## src/rtl/arb_mux_n_pkg.sv

```systemverilog
// Shared constants for arb_mux_n: selection mode encodings and the flattened-channel
// slice convention (channel i lives at bits [i*WIDTH +: WIDTH]).
package arb_mux_n_pkg;

    localparam logic [1:0] MODE_EXPLICIT = 2'b00;
    localparam logic [1:0] MODE_PRIORITY = 2'b01;
    localparam logic [1:0] MODE_RR       = 2'b10;

    function automatic int unsigned slice_lsb(input int unsigned idx, input int unsigned width);
        return idx * width;
    endfunction

endpackage

```

## src/rtl/arb_mux_n_rr_arbiter.sv

```systemverilog
// Rotating-start arbiter: finds the first set request at or after start, wrapping modulo N.
// Returns a one-hot grant and its encoded index.
module arb_mux_n_rr_arbiter #(
    parameter int unsigned N    = 4,
    parameter int unsigned SELW = $clog2(N)
) (
    input  logic [N-1:0]    req,
    input  logic [SELW-1:0] start,
    output logic [N-1:0]    gnt,
    output logic [SELW-1:0] gnt_idx,
    output logic            gnt_valid
);

    logic [2*N-1:0] req_dbl;
    logic [N-1:0]   req_rot;
    logic [SELW:0]  off;
    logic [SELW:0]  idx_wide;

    // Doubling the request vector turns the wrapped search into a plain window select.
    assign req_dbl = {req, req};
    assign req_rot = req_dbl[start +: N];

    always_comb begin
        gnt_valid = 1'b0;
        off       = '0;
        // Descending scan so the lowest rotated position is the last (winning) assignment.
        for (int j = N - 1; j >= 0; j--) begin
            if (req_rot[j]) begin
                gnt_valid = 1'b1;
                off       = (SELW + 1)'(j);
            end
        end
        idx_wide = {1'b0, start} + off;
        if (idx_wide >= (SELW + 1)'(N)) begin
            idx_wide = idx_wide - (SELW + 1)'(N);
        end
        gnt_idx = idx_wide[SELW-1:0];
        gnt     = '0;
        if (gnt_valid) begin
            gnt[gnt_idx] = 1'b1;
        end
    end

endmodule

```

## src/rtl/arb_mux_n.sv

```systemverilog
// Registered N:1 selector with valid/ready on every channel; explicit, fixed-priority and
// round-robin selection feeding a single-slot output register.
module arb_mux_n
    import arb_mux_n_pkg::*;
#(
    parameter int unsigned WIDTH = 32,
    parameter int unsigned N     = 4,
    localparam int unsigned SELW = $clog2(N)
) (
    input  logic                 clk,
    input  logic                 reset,
    input  logic [N*WIDTH-1:0]   in_data,
    input  logic [N-1:0]         in_valid,
    output logic [N-1:0]         in_ready,
    input  logic [1:0]           mode,
    input  logic [SELW-1:0]      sel,
    output logic [WIDTH-1:0]     out_data,
    output logic [SELW-1:0]      out_src,
    output logic                 out_valid,
    input  logic                 out_ready
);

    logic             out_valid_q, out_valid_d;
    logic [WIDTH-1:0] out_data_q, out_data_d;
    logic [SELW-1:0]  out_src_q, out_src_d;
    logic [SELW-1:0]  rr_ptr_q, rr_ptr_d;

    logic             load;
    logic [SELW-1:0]  arb_start;
    logic [N-1:0]     arb_gnt;
    logic [SELW-1:0]  arb_idx;
    logic             arb_valid;
    logic [N-1:0]     exp_gnt;
    logic [N-1:0]     gnt;
    logic [SELW-1:0]  win_idx;
    logic             any_gnt;
    logic [WIDTH-1:0] mux_data;

    assign load = !out_valid_q || out_ready;

    // Fixed priority is round robin pinned to start 0.
    assign arb_start = (mode == MODE_RR) ? rr_ptr_q : '0;

    arb_mux_n_rr_arbiter #(
        .N    (N),
        .SELW (SELW)
    ) u_rr_arbiter (
        .req       (in_valid),
        .start     (arb_start),
        .gnt       (arb_gnt),
        .gnt_idx   (arb_idx),
        .gnt_valid (arb_valid)
    );

    always_comb begin
        exp_gnt = '0;
        // An out-of-range sel matches no channel, so it never grants.
        for (int i = 0; i < N; i++) begin
            exp_gnt[i] = (sel == SELW'(i)) && in_valid[i];
        end
        if (mode == MODE_EXPLICIT) begin
            gnt     = exp_gnt;
            win_idx = sel;
            any_gnt = |exp_gnt;
        end else begin
            gnt     = arb_gnt;
            win_idx = arb_idx;
            any_gnt = arb_valid;
        end
    end

    assign in_ready = (load && !reset) ? gnt : '0;

    always_comb begin
        mux_data = '0;
        for (int i = 0; i < N; i++) begin
            mux_data = mux_data | (in_data[slice_lsb(i, WIDTH) +: WIDTH] & {WIDTH{gnt[i]}});
        end
    end

    always_comb begin
        out_valid_d = out_valid_q;
        out_data_d  = out_data_q;
        out_src_d   = out_src_q;
        rr_ptr_d    = rr_ptr_q;
        if (load) begin
            out_valid_d = any_gnt;
            if (any_gnt) begin
                out_data_d = mux_data;
                out_src_d  = win_idx;
                if (mode == MODE_RR) begin
                    rr_ptr_d = (win_idx == SELW'(N - 1)) ? '0 : win_idx + SELW'(1);
                end
            end
        end
    end

    always_ff @(posedge clk) begin
        if (reset) begin
            out_valid_q <= 1'b0;
            out_data_q  <= '0;
            out_src_q   <= '0;
            rr_ptr_q    <= '0;
        end else begin
            out_valid_q <= out_valid_d;
            out_data_q  <= out_data_d;
            out_src_q   <= out_src_d;
            rr_ptr_q    <= rr_ptr_d;
        end
    end

    assign out_valid = out_valid_q;
    assign out_data  = out_data_q;
    assign out_src   = out_src_q;

endmodule
```

## config.mk

```make
export PLATFORM = sky130hd
export DESIGN_NAME = arb_mux_n
export DESIGN_NICKNAME = d
export VERILOG_FILES = /design/src/rtl/arb_mux_n_pkg.sv /design/src/rtl/arb_mux_n_rr_arbiter.sv /design/src/rtl/arb_mux_n.sv
export SDC_FILE = /design/constraint.sdc
export NUM_CORES = 1
export LEC_CHECK = 0
export BUFFER_PORTS_ARGS = -buffer_cell sky130_fd_sc_hd__buf_4
export CORE_MARGIN = 1
export CORE_UTILIZATION = 31
export CTS_BUF_LIST = sky130_fd_sc_hd__clkbuf_8 sky130_fd_sc_hd__clkbuf_16
export DETAILED_ROUTE_END_ITERATION = 16
export GPL_ROUTABILITY_DRIVEN = 0
export SYNTH_ARGS = -nofsm -noshare
export SYNTH_HDL_FRONTEND = slang
export SYNTH_SLANG_ARGS = --single-unit
```

## constraint.sdc

```tcl
create_clock -name clk -period 5.8 [get_ports clk]
set_input_delay 0.87 -clock clk [delete_from_list [all_inputs] [get_ports clk]]
set_output_delay 0.87 -clock clk [all_outputs]
set_load 0.05 [all_outputs]
```

### Word-level counts from Yosys, hierarchy flattened

Cells that the tools add are included.

| word-level totals | value |
|---|---|
| flip-flop bits (word level) | 37 |
| input port bits | 139 |
| output and inout bits | 39 |
| word-level logic and storage cells | 55 |

| cells by class | value |
|---|---|
| add/sub/neg operators | 3 |
| magnitude comparators | 3 |
| eq/ne operators | 5 |
| shifts and indexed selects | 1 |
| multiplexer cells | 18 |
| bitwise operators | 7 |
| reduce and logical (&&, ||, !) cells | 14 |

Operators with widths:

| cell | number |
|---|---|
| 32-bit bitwise AND | 4 |
| 32-bit bitwise OR | 3 |
| 2-bit 2-to-1 mux | 8 |
| 4-bit 2-to-1 mux | 3 |
| 2-bit == test, second input constant | 4 |
| 8-bit by 3-bit variable part select with 4-bit output | 1 |
| 1-bit logical AND | 6 |
| 1-bit 2-to-1 mux | 6 |
| 2-bit zero test | 2 |
| 4-bit OR reduction | 1 |
| 2-bit by 2-bit adder with 3-bit output | 1 |
| 3-bit greater-or-equal comparator, second input constant | 1 |
| 2-bit by 3-bit less-than comparator with 1-bit output, second input constant | 1 |
| 3-bit AND reduction | 1 |
| 2-bit by 1-bit adder with 2-bit output, second input constant | 1 |
| 1-bit demux with 2-bit select | 1 |
| 2-bit by 1-bit == test with 1-bit output, second input constant | 1 |
| 2-bit by 1-bit greater-or-equal comparator with 1-bit output, second input constant | 1 |
| 1-bit zero test | 2 |
| 2-bit AND reduction | 1 |
| 2-bit by 1-bit subtractor with 2-bit output, second input constant | 1 |
| 1-bit logical OR | 1 |

### Logic depth before layout (Yosys ltp)

| logic depth | value |
|---|---|
| depth after elaboration | 20 |
| depth in mapped cells | 14 |
| mapped depth without buffers | 11 |

### Hierarchy

Synthesis repeated with hierarchy kept, for this count alone.

| second synthesis, totals | value |
|---|---|
| cells, all modules | 390 |
| area total of the unflattened synthesis | 3,168.0 µm² |

Modules (own cells, without submodules):

| module | instances | cells each | area an instance (µm²) | sequential area each (µm²) |
|---|---|---|---|---|
| arb_mux_n | 1 | 352 | 2,906.5 | 740.7 |
| arb_mux_n_rr_arbiter | 1 | 38 | 261.5 | 0.0 |

### Worst setup path after synthesis

OpenSTA, ideal clock, no wires.

| timing path | value |
|---|---|
| kind | input-to-output |
| from | input mode[1] |
| to | output in_ready[1] |
| arrival time | 3.620 ns |
| data required time | 4.930 ns |
| slack | 1.310 ns |
| stages | 14 |
| path buffers | 3 |
| cells stage by stage | buf_4 and2b_1 nand3_1 a2bb2oi_1 o32a_1 a21oi_1 ha_1 xor2_1 a31oi_1 or2_1 buf_4 buf_4 nand2_1 a21oi_1 |

| on the way | value |
|---|---|
| cells in the longest elaborated chain, start to end | 17 |
| elaborated cells between the ends (all ways) | 24 |
| classes of those cells | add/sub (2); order compare (3); eq/ne (1); shift (1); mux (15); reduce/logical (2) |

RTL lines:

| element | RTL line | text |
|---|---|---|
| start: declaration | arb_mux_n.sv:15 | `input logic [1:0] mode,` |
| 2-bit == test | arb_mux_n.sv:42 | `assign arb_start = (mode == MODE_RR) ? rr_ptr_q : '0;` |
| 2-bit 2-to-1 mux | arb_mux_n.sv:42 |  |
| 8-bit by 3-bit variable part select with 4-bit output | arb_mux_n_rr_arbiter.sv:21 | `assign req_rot = req_dbl[start +: N];` |
| 2-bit 2-to-1 mux (4 in a row) | arb_mux_n_rr_arbiter.sv:28 | `if (req_rot[j]) begin` |
| 2-bit by 2-bit adder with 3-bit output | arb_mux_n_rr_arbiter.sv:33 | `idx_wide = {1'b0, start} + off;` |
| 3-bit greater-or-equal comparator or 2-bit by 1-bit subtractor with 2-bit output (tied branches) | arb_mux_n_rr_arbiter.sv:34, arb_mux_n_rr_arbiter.sv:35 |  |
| 2-bit 2-to-1 mux | arb_mux_n_rr_arbiter.sv:34 | `if (idx_wide >= (SELW + 1)'(N)) begin` |
| 2-bit by 3-bit less-than comparator with 1-bit output (implied by the code) or 2-bit by 1-bit greater-or-equal comparator with 1-bit output (tied branches) | arb_mux_n_rr_arbiter.sv:40 | `gnt[gnt_idx] = 1'b1;` |
| 1-bit logical AND (implied by the code) | arb_mux_n_rr_arbiter.sv:40 |  |
| 1-bit 2-to-1 mux (implied by the code) | arb_mux_n_rr_arbiter.sv:40 |  |
| 1-bit demux with 2-bit select | -- |  |
| 4-bit 2-to-1 mux | arb_mux_n_rr_arbiter.sv:39 | `if (gnt_valid) begin` |
| 4-bit 2-to-1 mux (*) | arb_mux_n.sv:61 | `if (mode == MODE_EXPLICIT) begin` |
| 4-bit 2-to-1 mux (*) | arb_mux_n.sv:72 | `assign in_ready = (load && !reset) ? gnt : '0;` |
| end: declaration | arb_mux_n.sv:14 | `output logic [N-1:0] in_ready,` |

Mark *: on every way between the ends. The rest lies on a longest branch, timed or not.

### Final worst setup path

| timing path | value |
|---|---|
| from | input mode[0] |
| to | output in_ready[1] |

Same word-level chain as after synthesis.

==> run metrics <==
combinational share of power=45.3%; largest family of logic cells by synthesized area=compound AO/OA/AOI/OAI gates; CTS tree=yes; # setup viols final=0; Fin Hold WS=0.508 ns; total power=0.990 mW; CP max FO=33; hold depth=2; Synth Flop Type=dfxtp_1; Post-DP HPWL=8.12 mm; Req. time, crit path=4.93 ns; Reg clk slew, reported paths=0.07 ns; critical path class=input pin to primary output; max capacitance violation total=0; Synth Area in Adders=0.413%; Critical Path AT=3.73 ns; area leader, netlist=dfxtp_1; Chip Width=101 um; GRT Total Usage=23.3%; post-synthesis xor/xnor area fraction=0.868%; P per Cell Area=221 nW/um^2; Root Driver=clkbuf_8; Startpoint Class=input pin; worst r2r src=rr_ptr_q[1]$_SDFFE_PP0P_; unrepaired setup endpoints after global routing=false; clock sink total=37; Seq pwr share=30.7%; drt drc=0; Async SR Flop Fraction=0%; top cells by area, synth=dfxtp_1, a31oi_1, a222oi_1, nand2_1, a22oi_1; final clock skew=0.00688 ns; post-synthesis simple-gate area fraction=19.0%; vias post-DR=3,907; Final Cell Area=4480 sq um; Post-synth EDFFs=0; Max VDD drop=0.0985 mV; nets=675; Avg Inst Size Synth=7.80 sq um; syn nets=528; H-tree depth=2; post-cts repair resize count=0; final hold violations=0; Synth top area share=24.5%; vias in the first global route=3,728; reg2reg end=out_data[10]$_SDFFE_PP0P_; Seq/Total Area, Yosys=24.5%; io pins=178; Post-DRT Antenna Nets=0; Post-Syn Area=3030 sq um; FF-to-FF path depth=11; Relative slew margins=36.2%; min-delay src=out_src[0]$_SDFFE_PP0P_; share of layout cells above drive strength 1=38.2%; R2R Setup Slk=2.94 ns; net load switching power=0.389 mW; CTS Buf Count=5; Layout area overhead=48.1%; Clock Path Buffers=2; Routed Wire Length=12.2 mm; #FFs+latches synth=37; post-synthesis compound-gate area fraction=45.5%; Min-Delay Endpoint=out_src[0]$_SDFFE_PP0P_; leakage power=1.98 nW; DRT Pass-1 Iters=6; Worst Setup End Kind=primary output; Die Ht=101 um; Post-CTS Setup Repair Bufs=0; P_int=0.601 mW; Row Count=35; register area=741 sq um; DP Worst Slack=1.25 ns; core area=9370 sq um; post-synthesis mux area share=1.45%; most frequent cell after synthesis=nand2_1; worst skew pair latency=0.29 ns; fmax=217 MHz; DP Area=4370 sq um; status=completed; post-layout util=47.8%; Final Slew Violations=0; Cells after Synth=388; Worst Tran Pin Value=0.955 ns; largest net degree at the start of global routing=42; Worst Hold Class=flip-flop to flip-flop; post-route worst setup slack=1.20 ns; via-per-instance ratio=5.88; Net Sw Frac=39.3%; initial antenna violation count=0; Initial Utilization=32.3%; DIE AREA=10,200 sq um; hold_buf cts=0; top cells by count, synth=nand2_1, a31oi_1, dfxtp_1; Tcrit/Tclk final=79.4%; Post-Layout Cell Count=665; final setup TNS=0 ns; # diodes=0; WL per Instance=18.4 um; initial drt markers=287; placed cell count=657; first-pass GRT wire length=18.8 mm; Clk pwr share=24.0%; number of I/O port buffers=177; FILL cells=954; GRT overflow=0; Yosys warnings=0; Tmin final=4.60 ns; synth unique cells=56; area taken by multi-input logic gates=2050 sq um
worst max-delay path by stage:
stage / from / end / slack, ns / cells after the start
final: mode[0] / in_ready[1] / 1.20 / 14
after detailed placement: mode[0] / in_ready[1] / 1.25 / 14
after global placement: mode[0] / in_ready[1] / 1.36 / 14
after floorplan: mode[1] / in_ready[1] / 1.31 / 14
after CTS: mode[0] / in_ready[1] / 1.24 / 14
after global routing: mode[0] / in_ready[1] / 1.01 / 14
registers in the layout, summed over array words and instances (netlist names):
name	count
out_valid	1
out_src	2
out_data	32
rr_ptr_q	2
cells by family (layout without fill, tap and decap cells):
logic type      count (synthesis)  count (layout)
compound gates                181             181
simple gates                  113             113
buf+inv                        50             198
flops                          37              37
xor+xnor                        3               3
mux                             3               3
fa+ha+maj                       1               1
worst max-delay path, stage by stage:
cell	delay (ns)
buf_4	0.14
and2b_1	0.27
nand3_1	0.09
a2bb2oi_1	0.22
o32a_1	0.19
a21oi_1	0.07
ha_1	0.21
xor2_1	0.19
a31oi_1	0.43
or2_1	0.17
buf_4	0.37
nand2_1	0.10
a21oi_1	0.19
buf_4	0.22
layout make-up:
class / count / area share [%]
Multi-Input combinational cell: 301 / 45.8
Tap cell: 129 / 3.60
Clock buffer: 6 / 1.84
Timing Repair Buffer: 186 / 31.1
Clock inverter: 2 / 0.754
Sequential cell: 37 / 16.5
Inverter: 4 / 0.335
cells in the final DEF, fill, tap and decap left out, drive strengths merged, types with 2 or more instances in the layout:
master and count:
a222oi 32, nand2b 6, nor3 3, xnor2 2, inv 5, nor2 12
or2 2, a22oi 32, o21bai 32, nor2b 2, buf 186, and2 2
a311oi 2, and3 2, a31oi 65, nor3b 2, clkbuf 6, and4 2
nand2 68, nor4 2, a221oi 2, dfxtp 37, a21oi 6, nand3b 2
a211oi 2, nand4b 2
metal layers:
layer  GRT usage (%)  part of all wire, %  up-vias
met3            4.85                  8.8       20
met2            41.4                   49      202
li1                -                    -     1849
met5               0                    0        -
met1            28.6                   41     1836
met4            5.57                  1.7        0
power by group through the flow:
stage / sequential [mW] / clock (mW) / combinational, mW
floorplan: 0.414 / 0 / 0.172
detailed placement: 0.310 / 0 / 0.449
global route: 0.308 / 0.252 / 0.481
CTS: 0.304 / 0.246 / 0.449
finish: 0.304 / 0.238 / 0.449
global placement: 0.309 / 0 / 0.445
No activity file was read; power rests on OpenSTA's default activity.
